**config.mk**
```make
export PLATFORM = sky130hd
export DESIGN_NAME = pipe_hazard_ctrl_flat
export DESIGN_NICKNAME = d
export VERILOG_FILES = /design/src/rtl/riscv_pipe_pkg.sv /design/src/rtl/pipe_hazard_ctrl_if.sv /design/src/rtl/hazard_perf_cnt.sv /design/src/rtl/pipe_hazard_ctrl.sv /design/src/flat_wrapper.sv
export SDC_FILE = /design/constraint.sdc
export NUM_CORES = 1
export LEC_CHECK = 0
export CAP_MARGIN = 20
export CORE_MARGIN = 2
export CORE_UTILIZATION = 43
export CTS_CLUSTER_DIAMETER = 200
export DETAILED_ROUTE_END_ITERATION = 10
export GPL_ROUTABILITY_DRIVEN = 1
export PLACE_DENSITY_LB_ADDON = 0.05
export SLEW_MARGIN = 20
export SYNTH_ARGS = -nofsm -noshare
export SYNTH_HDL_FRONTEND = slang
export SYNTH_SLANG_ARGS = --single-unit
```
**constraint.sdc**
```tcl
create_clock -name clk -period 4.1 [get_ports clk]
set_input_delay 1.025 -clock clk [delete_from_list [all_inputs] [get_ports clk]]
set_output_delay 1.025 -clock clk [all_outputs]
set_load 0.02 [all_outputs]
```
**src/rtl/riscv_pipe_pkg.sv**
```systemverilog
// Shared types and constants for the RISC-V pipeline hazard controller.
package riscv_pipe_pkg;

    localparam int unsigned REG_AW_DEFAULT = 5;

    typedef enum logic {
        RUN      = 1'b0,
        MEM_WAIT = 1'b1
    } hz_state_t;

    localparam logic [6:0] R_TYPE = 7'b0110011;
    localparam logic [6:0] I_TYPE = 7'b0010011;
    localparam logic [6:0] LW     = 7'b0000011;
    localparam logic [6:0] SW     = 7'b0100011;
    localparam logic [6:0] BR     = 7'b1100011;
    localparam logic [6:0] JAL    = 7'b1101111;
    localparam logic [6:0] JALR   = 7'b1100111;
    localparam logic [6:0] LUI    = 7'b0110111;

endpackage

```
**src/rtl/pipe_hazard_ctrl_if.sv**
```systemverilog
// Pipeline-side bundle of the hazard controller: stage status in, stall/flush out.
// Performance counter signals exist only when HAZARD_PERF_EN is defined.
interface pipe_hazard_ctrl_if
    import riscv_pipe_pkg::*;
#(
    parameter int unsigned REG_AW = REG_AW_DEFAULT,
    parameter int unsigned PERF_W = 32
);
    logic [REG_AW-1:0] id_rs1;
    logic [REG_AW-1:0] id_rs2;
    logic              id_use_rs1;
    logic              id_use_rs2;
    logic [REG_AW-1:0] ex_rd;
    logic              ex_memread;
    logic              ex_redirect;
    logic              mem_req;
    logic              dmem_ready;

    logic pc_stall;
    logic ifid_stall;
    logic ifid_flush;
    logic idex_stall;
    logic idex_flush;
    logic exmem_stall;
    logic memwb_bubble;
    logic mem_err;
`ifdef HAZARD_PERF_EN
    logic [PERF_W-1:0] stall_cnt;
    logic [PERF_W-1:0] flush_cnt;
    logic [PERF_W-1:0] lu_cnt;
`endif

    modport master (
        output id_rs1, id_rs2, id_use_rs1, id_use_rs2, ex_rd, ex_memread,
               ex_redirect, mem_req, dmem_ready,
        input  pc_stall, ifid_stall, ifid_flush, idex_stall, idex_flush,
               exmem_stall, memwb_bubble, mem_err
`ifdef HAZARD_PERF_EN
        , input stall_cnt, flush_cnt, lu_cnt
`endif
    );

    modport slave (
        input  id_rs1, id_rs2, id_use_rs1, id_use_rs2, ex_rd, ex_memread,
               ex_redirect, mem_req, dmem_ready,
        output pc_stall, ifid_stall, ifid_flush, idex_stall, idex_flush,
               exmem_stall, memwb_bubble, mem_err
`ifdef HAZARD_PERF_EN
        , output stall_cnt, flush_cnt, lu_cnt
`endif
    );

endinterface

```
**src/rtl/hazard_perf_cnt.sv**
```systemverilog
// Saturating event counter used for hazard statistics.
module hazard_perf_cnt #(
    parameter int unsigned WIDTH = 32
) (
    input  logic             clk,
    input  logic             rst_n,
    input  logic             inc_i,
    output logic [WIDTH-1:0] cnt_o
);
    logic [WIDTH-1:0] cnt_q;

    always_ff @(posedge clk or negedge rst_n) begin
        if (!rst_n) begin
            cnt_q <= '0;
        end else if (inc_i && !(&cnt_q)) begin
            cnt_q <= cnt_q + WIDTH'(1);
        end
    end

    assign cnt_o = cnt_q;

endmodule

```
**src/rtl/pipe_hazard_ctrl.sv**
```systemverilog
// 5-stage pipeline hazard controller: memory freeze with timeout, redirect flush,
// load-use bubble. Define HAZARD_PERF_EN to add saturating hazard counters.
module pipe_hazard_ctrl
    import riscv_pipe_pkg::*;
#(
    parameter int unsigned REG_AW      = REG_AW_DEFAULT,
    parameter int unsigned MEM_TIMEOUT = 255,
    parameter int unsigned TO_W        = 8,
    parameter int unsigned PERF_W      = 32
) (
    input  logic               clk,
    input  logic               rst_n,
    pipe_hazard_ctrl_if.slave  hz
);
    if (MEM_TIMEOUT < 1 || (MEM_TIMEOUT >> TO_W) != 0) begin : g_bad_timeout
        $error("MEM_TIMEOUT must lie in 1..2^TO_W-1");
    end
    if (PERF_W == 0) begin : g_bad_perf_w
        $error("PERF_W must be nonzero");
    end

    localparam logic [TO_W-1:0] TO_LIM = TO_W'(MEM_TIMEOUT);

    hz_state_t         state_q, state_d;
    logic [TO_W-1:0]   cnt_q, cnt_d;
    logic [TO_W-1:0]   cnt_inc;
    logic              mem_err_q, mem_err_d;
    logic              freeze;
    logic              timeout;
    logic              redirect;
    logic              load_use;
    logic              rs_match;
    logic [REG_AW-1:0] ex_rd;

    assign ex_rd   = hz.ex_rd;
    assign cnt_inc = (&cnt_q) ? cnt_q : cnt_q + TO_W'(1);

    always_ff @(posedge clk or negedge rst_n) begin
        if (!rst_n) begin
            state_q   <= RUN;
            cnt_q     <= '0;
            mem_err_q <= 1'b0;
        end else begin
            state_q   <= state_d;
            cnt_q     <= cnt_d;
            mem_err_q <= mem_err_d;
        end
    end

    // The timeout cycle releases the freeze so the abandoned access drains as a bubble.
    always_comb begin
        state_d   = state_q;
        cnt_d     = cnt_q;
        mem_err_d = mem_err_q;
        freeze    = 1'b0;
        timeout   = 1'b0;
        case (state_q)
            RUN: begin
                cnt_d = '0;
                if (hz.mem_req && !hz.dmem_ready) begin
                    freeze  = 1'b1;
                    state_d = MEM_WAIT;
                end
            end
            MEM_WAIT: begin
                if (hz.dmem_ready) begin
                    state_d = RUN;
                    cnt_d   = '0;
                end else if (cnt_inc == TO_LIM) begin
                    timeout   = 1'b1;
                    mem_err_d = 1'b1;
                    state_d   = RUN;
                    cnt_d     = '0;
                end else begin
                    freeze = 1'b1;
                    cnt_d  = cnt_inc;
                end
            end
            default: state_d = RUN;
        endcase
    end

    // Outputs are gated by rst_n so an asserted reset silences them immediately.
    always_comb begin
        rs_match = (hz.id_use_rs1 && (hz.id_rs1 == ex_rd)) ||
                   (hz.id_use_rs2 && (hz.id_rs2 == ex_rd));
        redirect = rst_n && !freeze && hz.ex_redirect;
        load_use = rst_n && !freeze && !hz.ex_redirect && hz.ex_memread &&
                   (ex_rd != '0) && rs_match;
    end

    assign hz.pc_stall     = (rst_n && freeze) || load_use;
    assign hz.ifid_stall   = (rst_n && freeze) || load_use;
    assign hz.ifid_flush   = redirect;
    assign hz.idex_stall   = rst_n && freeze;
    assign hz.idex_flush   = redirect || load_use;
    assign hz.exmem_stall  = rst_n && freeze;
    assign hz.memwb_bubble = rst_n && (freeze || timeout);
    assign hz.mem_err      = mem_err_q;

`ifdef HAZARD_PERF_EN
    hazard_perf_cnt #(.WIDTH(PERF_W)) u_stall_cnt (
        .clk(clk), .rst_n(rst_n), .inc_i(rst_n && freeze), .cnt_o(hz.stall_cnt)
    );
    hazard_perf_cnt #(.WIDTH(PERF_W)) u_flush_cnt (
        .clk(clk), .rst_n(rst_n), .inc_i(redirect), .cnt_o(hz.flush_cnt)
    );
    hazard_perf_cnt #(.WIDTH(PERF_W)) u_lu_cnt (
        .clk(clk), .rst_n(rst_n), .inc_i(load_use), .cnt_o(hz.lu_cnt)
    );
`endif

endmodule

```
**src/flat_wrapper.sv**
```systemverilog
// flat-port wrapper written by rule: the top's interface ports become plain ports
module pipe_hazard_ctrl_flat import riscv_pipe_pkg::*;
#(
    parameter int unsigned REG_AW      = REG_AW_DEFAULT,
    parameter int unsigned MEM_TIMEOUT = 255,
    parameter int unsigned TO_W        = 8,
    parameter int unsigned PERF_W      = 32
)
  (clk, rst_n, hz_id_rs1, hz_id_rs2, hz_id_use_rs1, hz_id_use_rs2, hz_ex_rd, hz_ex_memread, hz_ex_redirect, hz_mem_req, hz_dmem_ready, hz_pc_stall, hz_ifid_stall, hz_ifid_flush, hz_idex_stall, hz_idex_flush, hz_exmem_stall, hz_memwb_bubble, hz_mem_err);
  pipe_hazard_ctrl_if #(.REG_AW(REG_AW), .PERF_W(PERF_W)) hz_i ();
  input  logic clk;
  input  logic rst_n;
  input wire logic [$bits(hz_i.id_rs1)-1:0] hz_id_rs1;
  input wire logic [$bits(hz_i.id_rs2)-1:0] hz_id_rs2;
  input wire logic [$bits(hz_i.id_use_rs1)-1:0] hz_id_use_rs1;
  input wire logic [$bits(hz_i.id_use_rs2)-1:0] hz_id_use_rs2;
  input wire logic [$bits(hz_i.ex_rd)-1:0] hz_ex_rd;
  input wire logic [$bits(hz_i.ex_memread)-1:0] hz_ex_memread;
  input wire logic [$bits(hz_i.ex_redirect)-1:0] hz_ex_redirect;
  input wire logic [$bits(hz_i.mem_req)-1:0] hz_mem_req;
  input wire logic [$bits(hz_i.dmem_ready)-1:0] hz_dmem_ready;
  output wire logic [$bits(hz_i.pc_stall)-1:0] hz_pc_stall;
  output wire logic [$bits(hz_i.ifid_stall)-1:0] hz_ifid_stall;
  output wire logic [$bits(hz_i.ifid_flush)-1:0] hz_ifid_flush;
  output wire logic [$bits(hz_i.idex_stall)-1:0] hz_idex_stall;
  output wire logic [$bits(hz_i.idex_flush)-1:0] hz_idex_flush;
  output wire logic [$bits(hz_i.exmem_stall)-1:0] hz_exmem_stall;
  output wire logic [$bits(hz_i.memwb_bubble)-1:0] hz_memwb_bubble;
  output wire logic [$bits(hz_i.mem_err)-1:0] hz_mem_err;
  assign hz_i.id_rs1 = hz_id_rs1;
  assign hz_i.id_rs2 = hz_id_rs2;
  assign hz_i.id_use_rs1 = hz_id_use_rs1;
  assign hz_i.id_use_rs2 = hz_id_use_rs2;
  assign hz_i.ex_rd = hz_ex_rd;
  assign hz_i.ex_memread = hz_ex_memread;
  assign hz_i.ex_redirect = hz_ex_redirect;
  assign hz_i.mem_req = hz_mem_req;
  assign hz_i.dmem_ready = hz_dmem_ready;
  assign hz_pc_stall = hz_i.pc_stall;
  assign hz_ifid_stall = hz_i.ifid_stall;
  assign hz_ifid_flush = hz_i.ifid_flush;
  assign hz_idex_stall = hz_i.idex_stall;
  assign hz_idex_flush = hz_i.idex_flush;
  assign hz_exmem_stall = hz_i.exmem_stall;
  assign hz_memwb_bubble = hz_i.memwb_bubble;
  assign hz_mem_err = hz_i.mem_err;
  pipe_hazard_ctrl #(.REG_AW(REG_AW), .MEM_TIMEOUT(MEM_TIMEOUT), .TO_W(TO_W), .PERF_W(PERF_W)) u_core (.clk(clk), .rst_n(rst_n), .hz(hz_i));
endmodule
```
# Yosys cells after proc, flatten, opt, wreduce, memory -nomap -nowiden
# Index checks and enable logic that the tools add are counted.
dict set report op_classes {
  n_eq_ne 3
  bitwise_logic 2
  n_mux 11
  addsub 1
  n_reduce_logical 21
}
# op count
set op_table {}
lappend op_table {{2-to-1 mux 8 bit} 3}
lappend op_table {{case mux 8 bit (2 select lines)} 1}
lappend op_table {{logical AND 1 bit} 11}
lappend op_table {{equality test 5 bit} 2}
lappend op_table {{adder 8 x 1 -> 8 bit (second input constant)} 1}
lappend op_table {{equality test 8 bit (second input constant)} 1}
lappend op_table {{AND reduction 8 bit} 1}
lappend op_table {{2-to-1 mux 1 bit} 6}
lappend op_table {{nonzero test 5 bit} 1}
lappend op_table {{logical OR 1 bit} 4}
lappend op_table {{zero test 1 bit} 3}
lappend op_table {{AND reduction 3 bit} 1}
lappend op_table {{NOT 1 bit} 2}
lappend op_table {{case mux 1 bit (2 select lines)} 1}
dict set report totals {
  inputBits 23
  word_cells 41
  register_bits 10
  output_inout_bits 8
}

# Longest topological paths before layout
dict set report logic_depth {
  word_depth 13
  depth_mapped 8
  depth_no_buf 6
}

# Worst setup path before layout
# No wires, ideal clock.
dict set report synth_path {
  path_kind {input -> output}
  from {input port hz_ex_rd[1]}
  to {output port hz_pc_stall}
  stages 6
  t_arrival_ps 2625
  required_ps 3075
  slack_ps 450
  cell_sequence {xor2_1 nor4_1 and3_1 o221ai_1 o32ai_1 buf_4}
}
dict set report synth_via {
  elab_chain_cells 5
  word_cells_on_any_way 9
  cone_classes {eq/ne: 2; reduce/logical: 7}
}
# element line_no
set synth_lines {}
lappend synth_lines {{start: declaration} flat_wrapper.sv:17} ;# input wire logic [$bits(hz_i.ex_rd)-1:0] hz_ex_rd;
lappend synth_lines {{equality test 5 bit, on equally long branches} {pipe_hazard_ctrl.sv:85, pipe_hazard_ctrl.sv:86}}
lappend synth_lines {{logical AND 1 bit, on equally long branches} {pipe_hazard_ctrl.sv:85, pipe_hazard_ctrl.sv:86}}
lappend synth_lines {{logical OR 1 bit} pipe_hazard_ctrl.sv:85} ;# rs_match = (hz.id_use_rs1 && (hz.id_rs1 == ex_rd)) ||
lappend synth_lines {{logical AND 1 bit (*)} pipe_hazard_ctrl.sv:89} ;# (ex_rd != '0) && rs_match;
lappend synth_lines {{logical OR 1 bit (*)} --}
lappend synth_lines {{end: declaration} flat_wrapper.sv:22} ;# output wire logic [$bits(hz_i.pc_stall)-1:0] hz_pc_stall;
# Mark *: on every way between the ends. The rest lies on a longest branch, timed or not.

# Worst setup path after layout
dict set report layout_path {
  from {register u_core.cnt_q[1]}
  to {output port hz_idex_stall}
}
dict set report layout_via {
  elab_chain_cells 7
  word_cells_on_any_way 8
  cone_classes {add/sub: 1; eq/ne: 1; mux: 4; reduce/logical: 2}
}
# element line_no
set layout_lines {}
lappend layout_lines {{start: declaration} pipe_hazard_ctrl.sv:25} ;# logic [TO_W-1:0] cnt_q, cnt_d;
lappend layout_lines {{start signal: assignment} pipe_hazard_ctrl.sv:45} ;# cnt_q <= cnt_d;
lappend layout_lines {{adder 8 x 1 -> 8 bit or AND reduction 8 bit (tied branches)} pipe_hazard_ctrl.sv:36} ;# assign cnt_inc = (&cnt_q) ? cnt_q : cnt_q + TO_W'(1);
lappend layout_lines {{2-to-1 mux 8 bit (*)} pipe_hazard_ctrl.sv:36}
lappend layout_lines {{equality test 8 bit (*)} pipe_hazard_ctrl.sv:69} ;# end else if (cnt_inc == TO_LIM) begin
lappend layout_lines {{2-to-1 mux 1 bit (*)} pipe_hazard_ctrl.sv:69}
lappend layout_lines {{2-to-1 mux 1 bit (*)} pipe_hazard_ctrl.sv:66} ;# if (hz.dmem_ready) begin
lappend layout_lines {{case mux 1 bit (2 select lines) (*)} pipe_hazard_ctrl.sv:57} ;# case (state_q)
lappend layout_lines {{logical AND 1 bit (*)} pipe_hazard_ctrl.sv:95} ;# assign hz.idex_stall = rst_n && freeze;
lappend layout_lines {{end: declaration} flat_wrapper.sv:25} ;# output wire logic [$bits(hz_i.idex_stall)-1:0] hz_idex_stall;
# Marks and branches as above.

==> flow_summary.json <==
{
  "outcome": "complete, no violations",
  "clock_latency_ns": 0.27,
  "buffer_ports.inserted": 30,
  "worst_path_top_cell_family_by_delay": "simple AND/OR/NAND/NOR gates",
  "areaGrowthSynthToFinish_pct": 43.5,
  "final-hold-violation-count": 0,
  "p_per_area_nw_per_um2": 195,
  "dp_hpwl_um": 1670,
  "dr_total_vias": 858,
  "drt-pass1-iter-count": 5,
  "timing.slew.headroom": 0.572,
  "num-nets-final": 152,
  "gp_routability_congestion": 0.905,
  "post_cts_sizing_count": 4,
  "startpoint_type": "flop",
  "wl_per_cell_um": 14.2,
  "grt_antenna_before_repair": 0,
  "worst_path_largest_cell_delay_ns": 0.55,
  "synthesis.nets": 116,
  "ys_warn_count": 0,
  "n_fill_cell": 159,
  "x_dimension_of_the_die_um": 47.5,
  "cts_buffers": 3,
  "core-area_um2": 1750,
  "clk_root_buffer_cell": "sky130_fd_sc_hd__clkbuf_4",
  "post-route-worst-setup-slack_ns": 0.136,
  "pwr-share-comb": 0.262,
  "critPathKind": "flop to primary output",
  "tritoncts_clock_tree": "built",
  "async_reset_ff_frac": 1.00,
  "wirelength_um": 2140,
  "synth.cell_area_um2": 812,
  "hold_path.class": "flop to flop",
  "timing.final.crit_period_ns": 3.96,
  "most_common_cell_after_layout_fill_and_taps_aside": "sky130_fd_sc_hd__clkdlybuf4s50_1",
  "dp_worst_setup_slack_ns": -0.195,
  "critical-path-slowest-cell": "sky130_fd_sc_hd__or4_4",
  "switching_pwr_uw": 59.0,
  "rows": 15,
  "fmaxAchievable_mhz": 252,
  "capturing_element_type_of_the_critical_path": "primary output",
  "die_y_um": 47.5,
  "crit_chain": "ha_1 -> and4_4 -> and4b_1 -> or4_4 -> nor4_1 -> buf_4 -> nor2_1 -> clkdlybuf4s50_1",
  "final.setup_skew_ns": 0.000614,
  "antenna_left": 0,
  "initial_core_util": 0.465,
  "viasPerCell": 5.68,
  "multiInputGateArea_um2": 498,
  "cts_setup_buffers": 0,
  "synth_sequential_area_ratio": 0.308,
  "final_cell_mix": "26 x sky130_fd_sc_hd__clkdlybuf4s50_1, 10 x sky130_fd_sc_hd__dfrtp_1, 9 x sky130_fd_sc_hd__xor2_1, 7 x sky130_fd_sc_hd__nand2_1",
  "numClockSinks": 10,
  "rsz_0062_raised_after_global_routing": "yes",
  "post_synth_inst_count": 92,
  "power.share.clock": 0.293,
  "cellInternalPower_uw": 169,
  "yosys_most_used_dff": "sky130_fd_sc_hd__dfrtp_1",
  "worst_path_arrival_ns": 2.94,
  "die_area_um2": 2250,
  "grt_remaining_overflow": 0,
  "sw_frac_of_total": 0.259,
  "max_cap_viols": 0,
  "grt_pass1_wl_um": 3350,
  "first_global_vias": 762,
  "initialDrtViolationCount": 27,
  "period_share": 0.967,
  "required_ns": 3.07,
  "hold-worst-slack_ns": 0.452,
  "grt_util_all_layers": 0.218,
  "critical_path_peak_fanout": 8,
  "share_of_power_burned_in_registers": 0.445,
  "synth.distinct_cells": 38,
  "drc": 0,
  "drive_above_1_share": 0.103,
  "ff_latch_area_um2": 250,
  "peakVddDrop_mv": 0.181,
  "path_clk_slew_ns": 0.06,
  "postSynthRegisterBits": 10,
  "utilization": 0.667,
  "ctsHoldBuffers": 0,
  "final.setup.tns_ns": 0,
  "final_cells": 151,
  "cts.htree.levels": 1,
  "total_leakage_power_nw": 0.491,
  "cp.buffers_inverters": 2,
  "number_of_synthesized_flops_with_an_enable_pin": 0,
  "tightestPinTransition_ns": 0.641,
  "post-place-cells": 148,
  "grt_start_max_net_pins": 11,
  "clock_tree.buffer_depth": 2,
  "ioPinCount": 31,
  "slew_viol_final": 0,
  "synthesized_area_per_cell_um2": 8.83,
  "antennaDiodeCount": 0,
  "setup-violations-final": 0
}
==> power groups by stage <==
| stage | Sequential, mW | Clock (mW) | Combinational, mW |
|---|---|---|---|
| floorplan | 0.103 | 0 | 0.0230 |
| detailed placement | 0.103 | 0 | 0.0613 |
| finish | 0.101 | 0.0668 | 0.0595 |
| CTS | 0.101 | 0.0667 | 0.0600 |
| global route | 0.101 | 0.0718 | 0.0644 |
| global placement | 0.103 | 0 | 0.0607 |
==> area by class of cell <==
type,instances,area share
clock buffer,3,0.0193
inverter,6,0.0193
multi-input combinational,71,0.427
sequential,10,0.215
tap,25,0.0269
timing repair buffer,36,0.292
==> cell families (layout without fill, tap and decap cells) <==
logic type               count (synthesis)  count (layout)  share of synthesized area
AO/OA/AOI/OAI                           21              21                      0.213
buffers and inverters                   11              45                     0.0786
XOR/XNOR                                12              12                      0.129
flip-flops                              10              10                      0.308
AND/OR/NAND/NOR                         37              37                      0.256
adder cells (fa/ha/maj)                  1               1                     0.0154
==> path summary, 6_finish.rpt <==
| check | start | end | slack [ns] | depth (start not counted) |
|---|---|---|---|---|
| hold / removal | u_core.hz.mem_err$_DFFE_PN0P_ | u_core.hz.mem_err$_DFFE_PN0P_ | 0.45 | 1 |
| max in group asynchronous | rst_n | u_core.hz.mem_err$_DFFE_PN0P_ | 2.80 | 2 |
| hold reg to reg | u_core.hz.mem_err$_DFFE_PN0P_ | u_core.hz.mem_err$_DFFE_PN0P_ | 0.45 | 1 |
| setup / recovery | u_core.cnt_q[1]$_DFF_PN0_ | hz_idex_stall | 0.14 | 8 |
| setup reg to reg | u_core.cnt_q[1]$_DFF_PN0_ | u_core.cnt_q[4]$_DFF_PN0_ | 1.61 | 6 |
| min in group asynchronous | rst_n | u_core.cnt_q[3]$_DFF_PN0_ | 1.16 | 2 |
==> per-stage QoR <==
step           cell area (um^2)  total power [mW]
2_1_floorplan               812             0.126
3_3_place_gp               1150             0.164
3_5_place_dp               1150             0.164
4_1_cts                    1160             0.228
5_1_grt                    1160             0.238
6_report                   1160             0.227
==> worst reg2reg max path, delay by kind of cell (launching register included) <==
family / cells / cell delay (ns)
simple gates: 3 / 0.94
flops: 1 / 0.42
compound gates: 2 / 0.73
fa+ha+maj: 1 / 0.25
==> cells in the mapped netlist (3+ instances only) <==
| library cell | count | area, um^2 |
|---|---|---|
| sky130_fd_sc_hd__dfrtp_1 | 10 | 250 |
| sky130_fd_sc_hd__xor2_1 | 9 | 78.8 |
| sky130_fd_sc_hd__nand2_1 | 7 | 26.3 |
| sky130_fd_sc_hd__inv_1 | 6 | 22.5 |
| sky130_fd_sc_hd__nor2_1 | 6 | 22.5 |
| sky130_fd_sc_hd__a21oi_1 | 5 | 25.0 |
| sky130_fd_sc_hd__and3_1 | 4 | 25.0 |
| sky130_fd_sc_hd__nand3_1 | 4 | 20.0 |
| sky130_fd_sc_hd__nor3_1 | 4 | 20.0 |
| sky130_fd_sc_hd__nor4_1 | 3 | 18.8 |
| sky130_fd_sc_hd__xnor2_1 | 3 | 26.3 |
==> per-layer routing <==
layer	GRT usage	vias up	routed length [um]
li1	-	413	-
met1	0.270	396	927
met2	0.359	45	1010
met3	0.0377	4	157
met4	0.117	0	43
met5	0	-	0
==> registers in the layout, summed over array words and instances, names as in the netlist <==
name and count:
u_core.state_q 1, u_core.hz.mem_err 1, u_core.cnt_q 8
(Power assumes the default switching activity.)
